**src/rtl/hid_report_queue_if.sv**
```systemverilog
// hid_report_queue_if
//   Bundles the USB report capture inputs and the CPU read port of
//   hid_report_queue.
//   master : drives usb_type, usb_report, hid_report, cpu_valid,
//            cpu_rdstrb and cpu_sel; receives rdata and not_empty.
//   slave  : the queue itself (mirror of master).
interface hid_report_queue_if;
  logic [1:0]  usb_type;
  logic        usb_report;
  logic [63:0] hid_report;
  logic        cpu_valid;
  logic        cpu_rdstrb;
  logic [1:0]  cpu_sel;
  logic [31:0] rdata;
  logic        not_empty;

  modport master (
    output usb_type, usb_report, hid_report, cpu_valid, cpu_rdstrb, cpu_sel,
    input  rdata, not_empty
  );

  modport slave (
    input  usb_type, usb_report, hid_report, cpu_valid, cpu_rdstrb, cpu_sel,
    output rdata, not_empty
  );
endinterface

```
**src/rtl/hid_report_queue.sv**
```systemverilog
// hid_report_queue
//   FIFO of USB HID reports ({type, 64-bit payload}) read by a CPU through
//   a small register window. Selects: 0 status, 1 head payload[31:0],
//   2 head payload[63:32] and pop, 3 reads zero. A read acts once per rising
//   edge of (cpu_valid && cpu_rdstrb); rdata is registered and holds.
//   Ports:
//     clk  - rising-edge clock
//     rstn - asynchronous active-low reset
//     bus  - hid_report_queue_if.slave (usb_*, hid_report, cpu_*, rdata,
//            not_empty)
//   Parameters: DEPTH (power of two, 2..64), OVERWRITE (0 drop newest,
//   1 evict oldest when full), CAPTURE_MASK (per usb_type capture enable).
module hid_report_queue #(
  parameter int         DEPTH        = 4,
  parameter bit         OVERWRITE    = 1'b0,
  parameter logic [3:0] CAPTURE_MASK = 4'b0110
) (
  input logic               clk,
  input logic               rstn,
  hid_report_queue_if.slave bus
);

  localparam int PTR_W = $clog2(DEPTH);
  localparam int CNT_W = PTR_W + 1;
  localparam logic [CNT_W-1:0] FULL_CNT = CNT_W'(DEPTH);

  function automatic logic [7:0] sat_inc8(input logic [7:0] v);
    return (v == 8'hFF) ? v : v + 8'd1;
  endfunction

  logic [65:0]      mem [DEPTH];
  logic [PTR_W-1:0] rd_ptr, wr_ptr;
  logic [CNT_W-1:0] count;
  logic             overflow;
  logic [7:0]       drop_cnt;
  logic             rd_act_p1;
  logic [1:0]       usb_type_p1;

  logic             rd_act, rd_evt, flush, is_empty, is_full;
  logic             push_req, pop, drop, wr_en, evict, stat_clr;
  logic [65:0]      head;
  logic [1:0]       head_type;
  logic [31:0]      status_word, rdata_nxt;
  logic [CNT_W-1:0] count_nxt;
  logic [PTR_W-1:0] rd_ptr_nxt, wr_ptr_nxt;
  logic             overflow_nxt;
  logic [7:0]       drop_cnt_nxt;

  // ---- stage p0: read edge, flush detect and queue bookkeeping ----
  always_comb begin
    rd_act    = bus.cpu_valid && bus.cpu_rdstrb;
    rd_evt    = rd_act && !rd_act_p1;
    flush     = (usb_type_p1 != 2'd0) && (bus.usb_type == 2'd0);
    is_empty  = (count == '0);
    is_full   = (count == FULL_CNT);
    push_req  = bus.usb_report && CAPTURE_MASK[bus.usb_type];
    // Flush outranks both queue operations.
    pop       = rd_evt && (bus.cpu_sel == 2'd2) && !is_empty && !flush;
    drop      = push_req && is_full && !pop && !flush;
    // When full with a simultaneous pop, the write lands in the slot being
    // freed; with OVERWRITE the write replaces the oldest entry instead.
    wr_en     = push_req && !flush && (!is_full || pop || OVERWRITE);
    evict     = drop && OVERWRITE;
    stat_clr  = rd_evt && (bus.cpu_sel == 2'd0);

    head      = mem[rd_ptr];
    head_type = is_empty ? 2'b00 : head[65:64];
    status_word = {8'h00, drop_cnt, 8'(count), 3'b000, overflow, is_full,
                   !is_empty, head_type};

    rdata_nxt = bus.rdata;
    if (rd_evt) begin
      case (bus.cpu_sel)
        2'd0:    rdata_nxt = status_word;
        2'd1:    rdata_nxt = is_empty ? 32'h0 : head[31:0];
        2'd2:    rdata_nxt = is_empty ? 32'h0 : head[63:32];
        default: rdata_nxt = 32'h0;
      endcase
    end

    count_nxt  = count;
    rd_ptr_nxt = rd_ptr;
    wr_ptr_nxt = wr_ptr;
    if (flush) begin
      count_nxt  = '0;
      rd_ptr_nxt = '0;
      wr_ptr_nxt = '0;
    end else begin
      if (wr_en && !pop && !evict) count_nxt = count + CNT_W'(1);
      else if (pop && !wr_en)      count_nxt = count - CNT_W'(1);
      if (pop || evict) rd_ptr_nxt = rd_ptr + PTR_W'(1);
      if (wr_en)        wr_ptr_nxt = wr_ptr + PTR_W'(1);
    end

    // A status read clears the sticky state, but a drop on the same cycle
    // is still recorded.
    overflow_nxt = overflow;
    drop_cnt_nxt = drop_cnt;
    if (stat_clr) begin
      overflow_nxt = drop;
      drop_cnt_nxt = drop ? 8'd1 : 8'd0;
    end else if (drop) begin
      overflow_nxt = 1'b1;
      drop_cnt_nxt = sat_inc8(drop_cnt);
    end
  end

  // ---- stage p1: registered control and outputs ----
  always_ff @(posedge clk or negedge rstn) begin
    if (!rstn) begin
      rd_ptr        <= '0;
      wr_ptr        <= '0;
      count         <= '0;
      overflow      <= 1'b0;
      drop_cnt      <= 8'd0;
      rd_act_p1     <= 1'b0;
      usb_type_p1   <= 2'd0;
      bus.rdata     <= 32'h0;
      bus.not_empty <= 1'b0;
    end else begin
      rd_ptr        <= rd_ptr_nxt;
      wr_ptr        <= wr_ptr_nxt;
      count         <= count_nxt;
      overflow      <= overflow_nxt;
      drop_cnt      <= drop_cnt_nxt;
      rd_act_p1     <= rd_act;
      usb_type_p1   <= bus.usb_type;
      bus.rdata     <= rdata_nxt;
      bus.not_empty <= (count_nxt != '0);
    end
  end

  // Report storage is data only; entries are unreachable while count is 0.
  always_ff @(posedge clk) begin
    if (wr_en) mem[wr_ptr] <= {bus.usb_type, bus.hid_report};
  end

endmodule
```
**src/flat_wrapper.sv**
```systemverilog
// flat-port wrapper written by rule: the top's interface ports become plain ports
module hid_report_queue_flat 
#(
  parameter int         DEPTH        = 4,
  parameter bit         OVERWRITE    = 1'b0,
  parameter logic [3:0] CAPTURE_MASK = 4'b0110
)
  (clk, rstn, bus_usb_type, bus_usb_report, bus_hid_report, bus_cpu_valid, bus_cpu_rdstrb, bus_cpu_sel, bus_rdata, bus_not_empty);
  hid_report_queue_if bus_i ();
  input logic clk;
  input logic rstn;
  input wire logic [$bits(bus_i.usb_type)-1:0] bus_usb_type;
  input wire logic [$bits(bus_i.usb_report)-1:0] bus_usb_report;
  input wire logic [$bits(bus_i.hid_report)-1:0] bus_hid_report;
  input wire logic [$bits(bus_i.cpu_valid)-1:0] bus_cpu_valid;
  input wire logic [$bits(bus_i.cpu_rdstrb)-1:0] bus_cpu_rdstrb;
  input wire logic [$bits(bus_i.cpu_sel)-1:0] bus_cpu_sel;
  output wire logic [$bits(bus_i.rdata)-1:0] bus_rdata;
  output wire logic [$bits(bus_i.not_empty)-1:0] bus_not_empty;
  assign bus_i.usb_type = bus_usb_type;
  assign bus_i.usb_report = bus_usb_report;
  assign bus_i.hid_report = bus_hid_report;
  assign bus_i.cpu_valid = bus_cpu_valid;
  assign bus_i.cpu_rdstrb = bus_cpu_rdstrb;
  assign bus_i.cpu_sel = bus_cpu_sel;
  assign bus_rdata = bus_i.rdata;
  assign bus_not_empty = bus_i.not_empty;
  hid_report_queue #(.DEPTH(DEPTH), .OVERWRITE(OVERWRITE), .CAPTURE_MASK(CAPTURE_MASK)) u_core (.clk(clk), .rstn(rstn), .bus(bus_i));
endmodule
```
**config.mk**
```make
export PLATFORM = sky130hd
export DESIGN_NAME = hid_report_queue_flat
export DESIGN_NICKNAME = d
export VERILOG_FILES = /design/src/rtl/hid_report_queue_if.sv /design/src/rtl/hid_report_queue.sv /design/src/flat_wrapper.sv
export SDC_FILE = /design/constraint.sdc
export NUM_CORES = 1
export LEC_CHECK = 0
export BUFFER_PORTS_ARGS = -buffer_cell sky130_fd_sc_hd__buf_2
export CAP_MARGIN = 0
export CORE_MARGIN = 2
export CORE_UTILIZATION = 45
export CTS_CLUSTER_DIAMETER = 50
export DETAILED_ROUTE_END_ITERATION = 7
export GPL_TIMING_DRIVEN = 0
export PLACE_DENSITY_LB_ADDON = 0.2
export RECOVER_POWER = 100
export SYNTH_ARGS = -nofsm -noshare
export SYNTH_HDL_FRONTEND = slang
export SYNTH_SLANG_ARGS = --single-unit
```
**constraint.sdc**
```tcl
create_clock -name clk -period 4.1 [get_ports clk]
set_clock_uncertainty 0.1 [all_clocks]
set_input_delay 0.615 -clock clk [delete_from_list [all_inputs] [get_ports clk]]
set_output_delay 0.615 -clock clk [all_outputs]
set_load 0.01 [all_outputs]
```
==> flow_summary.json <==
{
  "worst_pin_slew_ns": 1.61,
  "max_slew_margin": -0.0763,
  "violations": "capacitance limit, slew limit",
  "crit_end": "u_core.mem[3][7]",
  "yosys_most_used_dff": "edfxtp_1",
  "cts_tree": "built",
  "numPortBuffers": 105,
  "synthesis.area_mm2": 0.0123,
  "cts.sinks": 316,
  "drtPass1Iterations": 4,
  "path_max_fanout": 47,
  "cp_data_arrival_time_ns": 3.40,
  "yosysMostFrequentCell": "edfxtp_1",
  "synth_seq_cells": 316,
  "gp_congestion": 0.834,
  "antenna_found_initial": 2,
  "clk_pin_slew_ns": 0.06,
  "layout-drive-gt1-share": 0.175,
  "cts_root_buffer": "clkbuf_16",
  "synth_edf_count": 264,
  "tns_ns": 0,
  "setup_viol": 0,
  "max-clock-path-buffers": 3,
  "synth_area_leaders": "edfxtp_1 (64%), dfrtp_1 (11%), mux4_2 (10%), mux4_1 (2.1%), a22oi_1 (1.3%)",
  "ys_types": 49,
  "drc_errors": 0,
  "ctsHoldBuffers": 0,
  "core_mm2": 0.0270,
  "cts_resized": 0,
  "synth_top_area_share": 0.642,
  "ys_async_sr_fraction": 0.165,
  "regToRegSetupSlack_ns": 0.73,
  "die_x_um": 170,
  "crit_type": "register to register",
  "finalCritPeriodShare": 0.823,
  "timing.rr.start": "u_core.count[0]",
  "rows": 60,
  "drtIter0Drc": 463,
  "fmax_mhz": 296,
  "layout.nets": 862,
  "p_leak_nw": 4.84,
  "grt_overflow": 0,
  "fin_util": 0.531,
  "synthesis.nets": 716,
  "timing.rr.end": "u_core.mem[3][7]",
  "hold_class": "primary input to register",
  "fin_total_pwr_mw": 8.29,
  "areaGrowthSynthToFinish_pct": 16.0,
  "die-area_mm2": 0.0288,
  "ys_warn_count": 0,
  "synth_top_cell_by_area": "edfxtp_1",
  "hold_viol": 0,
  "finalMaxSlewViolations": 53,
  "drv_cap": 1,
  "yosysSeqAreaShare": 0.747,
  "netlist_top_cells_count": "edfxtp_1 (264), mux4_2 (56), dfrtp_1 (52)",
  "crit_path_end_kind": "register",
  "period_needed_ns": 3.37,
  "viasPerCell": 5.64,
  "powerDensity_mw_per_mm2": 579,
  "wl_per_cell_um": 22.9,
  "cts_max_level": 2,
  "tritoncts.num_buffers": 35,
  "clock_latency_ns": 0.50,
  "grt_pass1_vias": 6908,
  "rr_worst_depth": 7,
  "hold_slack_ns": 0.208,
  "outcome": "complete, but fails checks",
  "wirelength_um": 26200,
  "grt_usage": 0.188,
  "startpoint_type": "register",
  "antenna_left": 0,
  "rsz0062_at_grt": "no",
  "syn-instance-count": 634,
  "grt_pass1_wl_um": 40000,
  "initial_core_util": 0.458,
  "vdd_drop_max_v": 0.000330,
  "crit_required_ns": 4.12,
  "pin_count": 106,
  "cts_setup_buffers": 0,
  "grt_max_degree": 53,
  "syn_area_per_cell_um2": 19.5,
  "vias": 6465,
  "die_y_um": 170,
  "crit_start": "u_core.count[0]",
  "hpwl_um": 16700
}
[how the worst min path moves through the flow]
stage	startpoint	endpoint	slack, ns	depth (start not counted)
after floorplan	rstn	u_core.bus.not_empty	0.22	0
after global placement	u_core.bus.rdata[28]	u_core.bus.rdata[28]	0.35	2
after detailed placement	u_core.bus.rdata[26]	u_core.bus.rdata[26]	0.36	2
after CTS	bus_usb_type[1]	u_core.usb_type_p1[1]	0.17	1
after global routing	bus_usb_type[1]	u_core.usb_type_p1[1]	0.22	1
final	bus_usb_type[1]	u_core.usb_type_p1[1]	0.21	1
[layout by cell type (no fill, tap or decap), types with 4 or more instances in the layout]
master,synthesis,routed
edfxtp_1,264,264
clkbuf_1,11,123
mux4_2,56,56
dfrtp_1,52,52
nand2_1,35,35
clkbuf_16,0,35
a22oi_1,22,22
a21oi_1,15,15
o21ai_0,13,14
nor3_1,12,14
inv_1,13,13
and3_1,11,11
buf_2,11,11
nor2_1,11,11
a221o_1,10,10
mux4_1,10,10
ha_1,9,9
clkinv_2,0,7
nand3_1,5,6
mux2i_1,6,6
or3_1,6,6
buf_4,5,5
nand2b_1,4,4
nor2b_1,4,4
and2_4,0,4
nand4_1,4,4
o31ai_1,4,4
inv_6,0,4
[per-stage QoR]
step | instances | area, µm² | setup slack, ns
floorplan | 634 | 12300 | 0.506
finish | 1147 | 14300 | 0.727
detailed placement | 1084 | 13400 | 0.894
CTS | 1146 | 14500 | 1.16
global placement | 1080 | 13300 | -1.19
global route | 1146 | 14300 | 0.491
[registers in the layout (all words and copies together) (netlist names)]
name                  flops
u_core.rd_ptr             2
u_core.usb_type_p1        2
u_core.wr_ptr             2
u_core.overflow           1
u_core.drop_cnt           8
u_core.bus.rdata         32
u_core.bus.not_empty      1
u_core.mem              264
u_core.rd_act_p1          1
u_core.count              3
[layer usage]
metal  track usage  wire length (µm)  vias up  share of wire
li1              -                 -     2884              -
met1         0.239             10700     3314           0.41
met2         0.310             12800      200           0.49
met3        0.0471              1680       65          0.064
met4        0.0821               989        2          0.038
met5             0                11        -        0.00042
[kinds of logic after synthesis]
| group | share of synthesized area |
|---|---|
| multiplexers | 0.128 |
| AND/OR/NAND/NOR | 0.0482 |
| buffers and inverters | 0.0199 |
| adder cells (fa/ha/maj) | 0.00912 |
| XOR/XNOR | 0.00284 |
| AO/OA/AOI/OAI | 0.0444 |
| flip-flops | 0.747 |
[power breakdown]
group          switching, mW  internal (mW)  total (mW)
Sequential             0.151           3.84        3.99
Clock                   1.19           1.82        3.02
Combinational          0.736          0.547        1.28
Total                   2.08           6.21        8.29
[layout make-up]
cell class	count	area, µm²
Fill cell	2160	12600
Sequential cell	316	9230
Multi-Input combinational cell	274	2860
Clock buffer	46	947
Timing Repair Buffer	109	452
Tap cell	341	427
Buffer	31	190
Clock inverter	16	168
Inverter	13	48.8
Antenna cell	1	2.50
[worst max-delay path, cell delays in order (launching register included)]
cell and delay, ns:
dfrtp_1 0.43, inv_1 0.09, ha_1 0.28, and2b_1 0.22, o31a_1 0.33, nor2_1 0.31, and2_4 0.43, clkbuf_4 0.76
Note: power is estimated with default switching activity, not from simulation.
